File: src/rtl/euler_writeback_stage.sv
// euler_writeback_stage: writes narrowed row results to memory at base+index via request/grant.
// Define WB_SATURATE_EN to saturate out-of-range results instead of wrapping.
module euler_writeback_stage #(
   parameter int ADD_SIZE  = 16,
   parameter int DATA_SIZE = 16,
   parameter int GUARD     = 4
) (
   input  logic                       clk,
   input  logic                       rst,
   input  logic                       init_start,
   input  logic [ADD_SIZE-1:0]        base_addr,
   input  logic [ADD_SIZE-1:0]        row_count,
   input  logic                       result_valid,
   input  logic [DATA_SIZE+GUARD-1:0] result_data,
   output logic                       result_ready,
   output logic                       mem_wr_req,
   input  logic                       mem_grant,
   output logic [ADD_SIZE-1:0]        mem_addr,
   output logic [DATA_SIZE-1:0]       mem_wr_data,
   output logic                       row_written,
   output logic                       busy,
   output logic                       final_done
);
   localparam int RW = DATA_SIZE + GUARD;
   typedef enum logic [1:0] {IDLE, WAIT_RES, WRITE, DONE} state_t;
   state_t state;
   logic [ADD_SIZE-1:0] base_q, count_q, idx;
   logic [DATA_SIZE-1:0] narrowed;
`ifdef WB_SATURATE_EN
   localparam logic signed [RW-1:0] MAX_V = $signed({{(GUARD+1){1'b0}}, {(DATA_SIZE-1){1'b1}}});
   localparam logic signed [RW-1:0] MIN_V = $signed({{(GUARD+1){1'b1}}, {(DATA_SIZE-1){1'b0}}});
   always_comb
      narrowed = ($signed(result_data) > MAX_V) ? {1'b0, {(DATA_SIZE-1){1'b1}}} :
                 ($signed(result_data) < MIN_V) ? {1'b1, {(DATA_SIZE-1){1'b0}}} :
                 result_data[DATA_SIZE-1:0];
`else
   logic unused_guard;
   assign unused_guard = ^result_data[RW-1:DATA_SIZE];
   assign narrowed = result_data[DATA_SIZE-1:0];
`endif
   // mem_wr_data doubles as the hold register; it is only meaningful while mem_wr_req is high
   always_ff @(posedge clk) begin
      if (rst) begin
         state        <= IDLE;
         base_q       <= '0;
         count_q      <= '0;
         idx          <= '0;
         result_ready <= 1'b0;
         mem_wr_req   <= 1'b0;
         mem_addr     <= '0;
         mem_wr_data  <= '0;
         row_written  <= 1'b0;
         busy         <= 1'b0;
         final_done   <= 1'b0;
      end else begin
         row_written <= 1'b0;
         final_done  <= 1'b0;
         if (init_start) begin
            base_q     <= base_addr;
            count_q    <= row_count;
            idx        <= '0;
            mem_wr_req <= 1'b0;
            busy       <= 1'b1;
            if (row_count == '0) begin
               state        <= DONE;
               result_ready <= 1'b0;
               final_done   <= 1'b1;
            end else begin
               state        <= WAIT_RES;
               result_ready <= 1'b1;
            end
         end else begin
            case (state)
               WAIT_RES: if (result_valid) begin
                  mem_wr_data  <= narrowed;
                  mem_addr     <= base_q + idx;
                  result_ready <= 1'b0;
                  mem_wr_req   <= 1'b1;
                  state        <= WRITE;
               end
               WRITE: if (mem_grant) begin
                  mem_wr_req  <= 1'b0;
                  row_written <= 1'b1;
                  idx         <= idx + 1'b1;
                  if (idx == count_q - 1'b1) begin
                     state      <= DONE;
                     final_done <= 1'b1;
                  end else begin
                     state        <= WAIT_RES;
                     result_ready <= 1'b1;
                  end
               end
               DONE: begin
                  state <= IDLE;
                  busy  <= 1'b0;
               end
               default: ;
            endcase
         end
      end
   end
endmodule

File: config.mk
export PLATFORM = sky130hd
export DESIGN_NAME = euler_writeback_stage
export DESIGN_NICKNAME = d
export VERILOG_FILES = /design/src/rtl/euler_writeback_stage.sv
export SDC_FILE = /design/constraint.sdc
export NUM_CORES = 1
export LEC_CHECK = 0
export BUFFER_PORTS_ARGS = -buffer_cell sky130_fd_sc_hd__buf_2
export CORE_ASPECT_RATIO = 0.9
export CORE_UTILIZATION = 29
export DETAILED_ROUTE_END_ITERATION = 10
export GPL_ROUTABILITY_DRIVEN = 0
export SLEW_MARGIN = 10
export SYNTH_ARGS = -nofsm -noshare
export SYNTH_HDL_FRONTEND = slang
export SYNTH_SLANG_ARGS = --single-unit
File: constraint.sdc
create_clock -name clk -period 5.45 [get_ports clk]
set_input_delay 1.09 -clock clk [delete_from_list [all_inputs] [get_ports clk]]
set_output_delay 1.09 -clock clk [all_outputs]
set_load 0.02 [all_outputs]
# == Yosys cells after proc, flatten, opt, wreduce, memory -nomap -nowiden ==
# Index checks and enable logic that the tools add are counted.
# totals
reg_bits,87
latch_bits,0
mem_bits_rw,0
romBits,0
in_bits,57
word_cells,60
memories,0
# op_classes
add_sub_neg,3
multipliers,0
n_div,0
magnitude_cmp,0
eq_ne,9
n_shift,0
muxes,23
bitwise_logic,2
reduce_logical,12
# op_table
op,n
"adder 16 x 1 -> 16 bit, second input constant",1
adder 16 bit,1
equality test 16 bit,1
zero test 16 bit,1
"subtractor 16 x 1 -> 16 bit, second input constant",1
two-way mux 1 bit,15
two-way mux 2 bit,5
"!= test 3 bit, second input constant",3
AND reduction 3 bit,3
one-hot mux 2 bit (3 select lines),1
"equality test 2 bit, second input constant",2
"!= test 2 bit, second input constant",2
one-hot mux 1 bit (2 select lines),2
AND reduction 4 bit,1
nonzero test 2 bit,2
nonzero test 4 bit,1
nonzero test 3 bit,1
OR reduction 3 bit,1
"equality test 2 x 1 -> 1 bit, second input constant",1
NOT 1 bit,2
AND reduction 2 bit,1
OR reduction 2 bit,1

# == Depth between registers and ports, before layout ==
# Gate-level depths: netlist of run 1.
# logic_depth
word_depth,6
mapped_depth,10
ltp_nobuf,10

# == Worst setup path after synthesis of run 1 ==
# Ideal clock, no wire load.
# synth_path
path_kind,flip-flop to flip-flop
from,reg count_q[0]
to,reg state[1]
setup_time_ns,0.086
arrival_time_ns,2.720
setup_slack_ns,2.643
path_stages_with_launch,11
n_path_buf,1
period_less_slack_ns,2.807
path_cell_list,dfxtp_1 -> clkbuf_1 -> inv_1 -> ha_1 -> or4b_4 -> or4b_1 -> and3_1 -> o31a_1 -> nor4b_2 -> nand3_1 -> a221oi_2
# synth_via
elab_chain_cells,6
# synth_lines
element,line,source
"start, declared",27,"logic [ADD_SIZE-1:0] base_q, count_q, idx;"
"start signal, assigned",60,count_q <= row_count;
subtractor 16 x 1 -> 16 bit,85,if (idx == count_q - 1'b1) begin
equality test 16 bit,85,
two-way mux 2 bit,85,
two-way mux 2 bit,81,WRITE: if (mem_grant) begin
one-hot mux 2 bit (3 select lines),73,case (state)
two-way mux 2 bit,58,if (init_start) begin
"end signal, assigned",79,state <= WRITE;
"end signal, assigned",86,state <= DONE;
"end signal, assigned",89,state <= WAIT_RES;
"end, declared",26,state_t state;
# No other way between the ends. The select of a mux whose other input is x is not followed.
# A chain may end at the register's enable or synchronous reset.

# == Worst setup path in the final report of run 1 ==
# Ends and elaborated chain as after synthesis.

==> impl_metrics.env, run 1 <==
export IMPL_status="complete, no violations"
export IMPL_grt_pass1_wl_um=18300
export IMPL_synth_top_area_share=0.383
export IMPL_cts_buffer_depth=2
export IMPL_core_mm2=0.0154
export IMPL_syn_area_mm2=0.00455
export IMPL_drt_initial_drc_count=198
export IMPL_fin_cells=833
export IMPL_slowest_delay_ns=0.52
export IMPL_report_final_setup_viol=0
export IMPL_die_w_um=134
export IMPL_critical_path_top_delay_family="simple AND/OR/NAND/NOR gates"
export IMPL_drtPass1Iterations=4
export IMPL_htree_levels=3
export IMPL_ctsResizeCount=0
export IMPL_worstReg2RegStart="count_q[0]$_SDFFE_PP0P_"
export IMPL_crit_arrival_ns=3.24
export IMPL_hold_buffers=0
export IMPL_r2r_setup_slack_ns=2.46
export IMPL_io_buffers=89
export IMPL_worstRegToRegCells=9
export IMPL_post_drt_wl_per_cell_um=13.5
export IMPL_yosys_most_used_dff="dfxtp_1"
export IMPL_clk_latency_ns=0.34
export IMPL_start_util=0.296
export IMPL_synth_seq_area_share=0.383
export IMPL_fin_hold_ws_ns=0.450
export IMPL_syn_instance_count=550
export IMPL_postRouteAntennaNets=0
export IMPL_vias=4081
export IMPL_slew_headroom=0.431
export IMPL_synthDistinctLibCells=55
export IMPL_min_from="mem_wr_data[4]$_SDFFE_PP0P_"
export IMPL_grt_max_degree=55
export IMPL_leakage_nw=2.30
export IMPL_cp_slowest_cell="or4b_4"
export IMPL_area_growth_pct=20.1
export IMPL_syn_num_nets=625
export IMPL_fin_area_mm2=0.00547
export IMPL_required_ns=5.71
export IMPL_drv_cap=0
export IMPL_dp_hpwl_um=8350
export IMPL_start_kind="flip-flop"
export IMPL_critical_path_max_fanout=7
export IMPL_n_antenna_cell=0
export IMPL_drt_wl_total_um=11300
export IMPL_drive_above_1_share=0.185
export IMPL_holdCritPathClass="flip-flop to flip-flop"
export IMPL_cts_tree="yes"
export IMPL_netlist_top_cells_area="dfxtp_1 38%, mux2i_1 7.3%, nor2_1 6.0%"
export IMPL_worst_hold_path_num_cells=2
export IMPL_p_per_area_mw_per_mm2=269
export IMPL_min_to="mem_wr_data[4]$_SDFFE_PP0P_"
export IMPL_dieArea_mm2=0.0162
export IMPL_cts_buffers=9
export IMPL_setup_tns_ns=0
export IMPL_clockRootBuffer="clkbuf_16"
export IMPL_drv_slew=0
export IMPL_fmax_mhz=335
export IMPL_dp_cells=818
export IMPL_synth_seq_cells=87
export IMPL_ios=94
export IMPL_synth_edff_count=0
export IMPL_nets=702
export IMPL_first_global_vias=3566
export IMPL_endpoint_kind="flip-flop"
export IMPL_yosysMostFrequentCell="dfxtp_1"
export IMPL_syn_area_per_cell_um2=8.28
export IMPL_die_h_um=121
export IMPL_postSynth_asyncResetShare=0
export IMPL_clk_pin_slew_ns=0.06
export IMPL_cts_sinks=87
export IMPL_rsz0062_at_grt="false"
export IMPL_track_usage=0.144
export IMPL_place_area_mm2=0.00517
export IMPL_worst_pin_slew_ns=0.845
export IMPL_synth_cells_most_frequent="87 x dfxtp_1, 73 x nor2_1, 68 x nand2_1"
export IMPL_min_period_over_period=0.548
export IMPL_post_route_drc_count=0
export IMPL_postCtsSetupBuffers=0
export IMPL_crit_type="flip-flop to flip-flop"
export IMPL_antenna_found_initial=0
export IMPL_hold_viol=0
export IMPL_fill_cells=1629
export IMPL_cp_cell_sequence="inv_1 -> ha_1 -> or4b_4 -> or4b_1 -> and3_1 -> o31a_1 -> nor4b_2 -> nand3_1 -> a221oi_2"
export IMPL_overflow=0
export IMPL_ys_warn_count=0
export IMPL_finalCriticalPeriod_ns=2.99
export IMPL_synth_top_area_cell="dfxtp_1"
export IMPL_crit_buf_inv=1
export IMPL_row_count=43
export IMPL_peakVddDrop_uv=164
export IMPL_fin_worst_skew_ns=0.00534
export IMPL_viasPerCell=4.90
export IMPL_worst_r2r_endpoint="state[1]$_SDFFE_PP0P_"
==> per-layer routing <==
metal	up-vias	global-route usage	part of all wire
li1	2097	-	-
met1	1900	0.200	0.50
met2	70	0.219	0.44
met5	-	0	0
met3	14	0.0234	0.036
met4	0	0.0646	0.021
==> power breakdown <==
| part | leakage, nW | total [mW] | internal, mW | switching (mW) |
|---|---|---|---|---|
| clock | 0.145 | 0.619 | 0.377 | 0.243 |
| sequential | 0.709 | 0.680 | 0.658 | 0.0223 |
| combinational | 1.45 | 0.171 | 0.0733 | 0.0976 |
| total | 2.30 | 1.47 | 1.11 | 0.362 |
==> cell families after synthesis <==
kind of cell	Yosys count	synth area share
AO/OA/AOI/OAI	104	0.143
AND/OR/NAND/NOR	232	0.246
XOR/XNOR	35	0.0673
multiplexers	33	0.0726
flip-flops	87	0.383
buffers and inverters	41	0.0371
adder cells (fa/ha/maj)	18	0.0511
==> how the worst max path moves through the flow <==
stage | start | endpoint | cells past startpoint
2_1_floorplan | count_q[0]$_SDFFE_PP0P_ | state[1]$_SDFFE_PP0P_ | 10
3_3_place_gp | init_start | mem_addr[7]$_SDFFE_PP0P_ | 7
3_5_place_dp | init_start | mem_addr[12]$_SDFFE_PP0P_ | 7
4_1_cts | count_q[0]$_SDFFE_PP0P_ | state[1]$_SDFFE_PP0P_ | 9
5_1_grt | idx[3]$_SDFFE_PP0P_ | mem_addr[13]$_SDFFE_PP0P_ | 8
6_report | count_q[0]$_SDFFE_PP0P_ | state[1]$_SDFFE_PP0P_ | 9
==> area by class of cell <==
type | count | area [um2] | share of cell area
clock buffer | 12 | 256 | 0.0469
clock inverter | 3 | 42.5 | 0.00778
multi-input combinational | 422 | 2650 | 0.484
sequential | 87 | 1740 | 0.319
inverter | 14 | 52.6 | 0.00961
tap | 202 | 253 | 0.0462
timing repair buffer | 93 | 475 | 0.0870
==> sequential cells by signal, indices dropped and copies added, names as in the netlist <==
name	flops
mem_wr_data	16
final_done	1
mem_addr	16
result_ready	1
state	2
idx	16
busy	1
base_q	16
row_written	1
mem_wr_req	1
count_q	16
==> through the flow <==
step | total power, mW | setup slack (ns) | utilization
4_1_cts | 1.49 | 2.45 | 0.355
3_5_place_dp | 0.865 | 2.31 | 0.336
2_1_floorplan | 0.809 | 2.64 | -
5_1_grt | 1.54 | 2.22 | 0.355
6_report | 1.47 | 2.46 | 0.355
3_3_place_gp | 0.864 | 2.30 | 0.336
==> placed cells by master, fill, tap and decap left out, types with 3 or more instances in the layout <==
master	count
o21ai_0	17
a21oi_1	48
nor4_1	8
or4_1	3
buf_2	89
buf_4	4
xnor2_1	15
a31oi_1	3
dfxtp_1	87
nor2b_1	10
nand3_1	11
o21a_1	5
xor2_1	20
a21o_1	3
nor3_1	12
o31ai_1	4
inv_1	14
nand2_1	68
or3_1	9
ha_1	17
or2_2	3
and3_1	4
clkbuf_16	9
nor2_1	73
nand4b_1	3
mux2i_1	33
nand2b_1	3
a211oi_1	4
o211ai_1	3
nand4_1	12
==> worst register-to-register path, stage by stage, from the launching register on <==
cell and delay [ns]:
dfxtp_1 0.37, inv_1 0.10, ha_1 0.23, or4b_4 0.52
or4b_1 0.50, and3_1 0.18, o31a_1 0.32, nor4b_2 0.33
nand3_1 0.14, a221oi_2 0.22
No activity file was read; power rests on OpenSTA's default activity.
==> run 2: changes to the inputs <==
- clock period: 5.45 -> 2.6 ns (I/O delays scaled with it)
==> run 2 against run 1 <==
Net effect: the flow now finishes with violations (setup timing); sequential share of layout area down 1.7 points; routed wire length increased by 4.1%; register-to-register slack got worse by 2.6 ns; sequential power up 110%; setup slack worse by 2.6 ns; final cell count increased by 3.8%; hold slack got worse by 0.046 ns; die area did not move; highest routed layer unchanged.
==> impl_metrics.env, run 2 (synthesis gave the netlist of run 1 again) <==
export IMPL_slowest_delay_ns=0.51
export IMPL_p_seq_frac=0.452
export IMPL_grt_pass1_wl_um=18900
export IMPL_dp_cells=846
export IMPL_drv_cap=0
export IMPL_start_kind="flip-flop"
export IMPL_post_drt_wl_per_cell_um=13.6
export IMPL_die_h_um=121
export IMPL_dp_hpwl_um=8790
export IMPL_clk_pin_slew_ns=0.07
export IMPL_drive_above_1_share=0.240
export IMPL_clockRootBuffer="clkbuf_16"
export IMPL_final_common_cell="buf_2"
export IMPL_drtPass1Iterations=4
export IMPL_use_met1=0.214
export IMPL_post_route_drc_count=0
export IMPL_setup_slack_ns=-0.133
export IMPL_cp_cell_sequence="inv_4 -> ha_4 -> or4b_4 -> or4b_4 -> and3_4 -> o31a_1 -> nor4b_4 -> nand3_1 -> a221oi_2"
export IMPL_start_util=0.296
export IMPL_slew_headroom=0.567
export IMPL_endpoint_kind="flip-flop"
export IMPL_min_period_over_period=1.05
export IMPL_peakVddDrop_uv=298
export IMPL_dieArea_mm2=0.0162
export IMPL_holdCritPathClass="input port to flip-flop"
export IMPL_area_growth_pct=27.0
export IMPL_core_mm2=0.0154
export IMPL_drt_initial_drc_count=255
export IMPL_crit_type="flip-flop to flip-flop"
export IMPL_rsz0062_at_grt="true"
export IMPL_drv_slew=0
export IMPL_report_final_setup_viol=2
export IMPL_use_met3=0.0238
export IMPL_viasPerCell=4.80
export IMPL_drt_wl_total_um=11700
export IMPL_fin_cells=865
export IMPL_violations="setup timing"
export IMPL_cts_sinks=87
export IMPL_htree_levels=3
export IMPL_p_sw_mw=0.801
export IMPL_min_to="mem_wr_data[11]$_SDFFE_PP0P_"
export IMPL_overflow=0
export IMPL_multi_input_area_mm2=0.00272
export IMPL_cts_buffer_depth=2
export IMPL_crit_arrival_ns=2.99
export IMPL_worstRegToRegCells=9
export IMPL_use_met2=0.214
export IMPL_fin_worst_skew_ns=0.00882
export IMPL_p_per_area_mw_per_mm2=542
export IMPL_grt_busiest_layer="met2"
export IMPL_track_usage=0.148
export IMPL_status="complete, but fails checks"
export IMPL_path_common_cell="or4b_4"
export IMPL_fmax_mhz=366
export IMPL_vias=4148
export IMPL_most_common_layout_cells="89 x buf_2, 86 x dfxtp_1, 73 x nor2_1"
export IMPL_die_w_um=134
export IMPL_critical_path_max_fanout=4
export IMPL_pre_cts_ws_ns=-0.101
export IMPL_leakage_nw=2.48
export IMPL_required_ns=2.86
export IMPL_clk_latency_ns=0.35
export IMPL_ios=94
export IMPL_worst_pin_slew_ns=0.647
export IMPL_first_global_vias=3678
export IMPL_grt_max_degree=37
export IMPL_p_comb_frac=0.133
export IMPL_min_from="result_data[11]"
export IMPL_p_int_mw=2.33
export IMPL_n_antenna_cell=0
export IMPL_swShare=0.255
export IMPL_worst_hold_path_num_cells=3
export IMPL_cts_tree="yes"
export IMPL_postRouteAntennaNets=0
export IMPL_ff_latch_area_mm2=0.00175
export IMPL_p_clk_frac=0.415
export IMPL_finalCriticalPeriod_ns=2.73
export IMPL_critical_path_top_delay_family="simple AND/OR/NAND/NOR gates"
export IMPL_r2r_setup_slack_ns=-0.13
export IMPL_cts_buffers=9
export IMPL_cp_slowest_cell="or4b_4"
export IMPL_row_count=43
export IMPL_final_util=0.376
export IMPL_cp_num_cells=9
export IMPL_io_buffers=89
export IMPL_worst_r2r_endpoint="state[1]$_SDFFE_PP0P_"
export IMPL_worstReg2RegStart="count_q[0]$_SDFFE_PP0P_"
export IMPL_fill_cells=1600
export IMPL_crit_buf_inv=1
export IMPL_antenna_found_initial=0
export IMPL_hold_viol=0
export IMPL_nets=733
export IMPL_fin_hold_ws_ns=0.403
## run 2: worst max path at each step
| stage | from | to | slack (ns) |
|---|---|---|---|
| 2_1_floorplan | count_q[0]$_SDFFE_PP0P_ | state[1]$_SDFFE_PP0P_ | -0.008 |
| 3_3_place_gp | count_q[0]$_SDFFE_PP0P_ | state[1]$_SDFFE_PP0P_ | -0.04 |
| 3_5_place_dp | count_q[0]$_SDFFE_PP0P_ | state[1]$_SDFFE_PP0P_ | -0.10 |
| 4_1_cts | count_q[0]$_SDFFE_PP0P_ | state[1]$_SDFFE_PP0P_ | -0.04 |
| 5_1_grt | count_q[0]$_SDFFE_PP0P_ | state[1]$_SDFFE_PP0P_ | -0.22 |
| 6_report | count_q[0]$_SDFFE_PP0P_ | state[1]$_SDFFE_PP0P_ | -0.13 |
## run 2: repair_timing
item,in CTS,in global routing
setup buffers,0,3
pin swaps,0,3
hold buffers,0,0
cloned,0,0
gates resized for setup,5,9
endpoints found under the setup margin,3,5
## run 2: worst reg2reg max path: stages (launching register included)
cell and delay [ns]:
dfxtp_4 0.36, inv_4 0.06, ha_4 0.11, or4b_4 0.46
or4b_4 0.51, and3_4 0.18, o31a_1 0.29, nor4b_4 0.30
nand3_1 0.16, a221oi_2 0.23
## run 2: final cells by class
class                   instances  share of cell area
multi-input cells             422               0.470
flip-flops and latches         87               0.302
repair buffers                124               0.125
well taps                     202              0.0437
clock buffers                  13              0.0433
inverters                      14             0.00952
clock inverters                 3             0.00736
## run 2: routing by layer
metal | vias to the layer above | part of all wire
li1 | 2157 | -
met1 | 1909 | 0.50
met2 | 66 | 0.44
met3 | 16 | 0.037
met4 | 0 | 0.022
met5 | - | 0
## run 2: per-stage QoR
step,power (mW),area [um2],TNS (ns)
floorplan,1.70,4580,-0.00756
global placement,1.85,5410,-0.0370
CTS,3.16,5720,-0.0381
finish,3.14,5780,-0.216
global route,3.27,5780,-0.371
detailed placement,1.85,5410,-0.101
## run 2: power groups by stage
stage / logic, mW / registers [mW] / clock network, mW
after CTS: 0.410 / 1.42 / 1.34
after floorplan: 0.250 / 1.45 / 0
final: 0.416 / 1.42 / 1.30
after global routing: 0.457 / 1.42 / 1.39
after detailed placement: 0.402 / 1.45 / 0
after global placement: 0.400 / 1.45 / 0
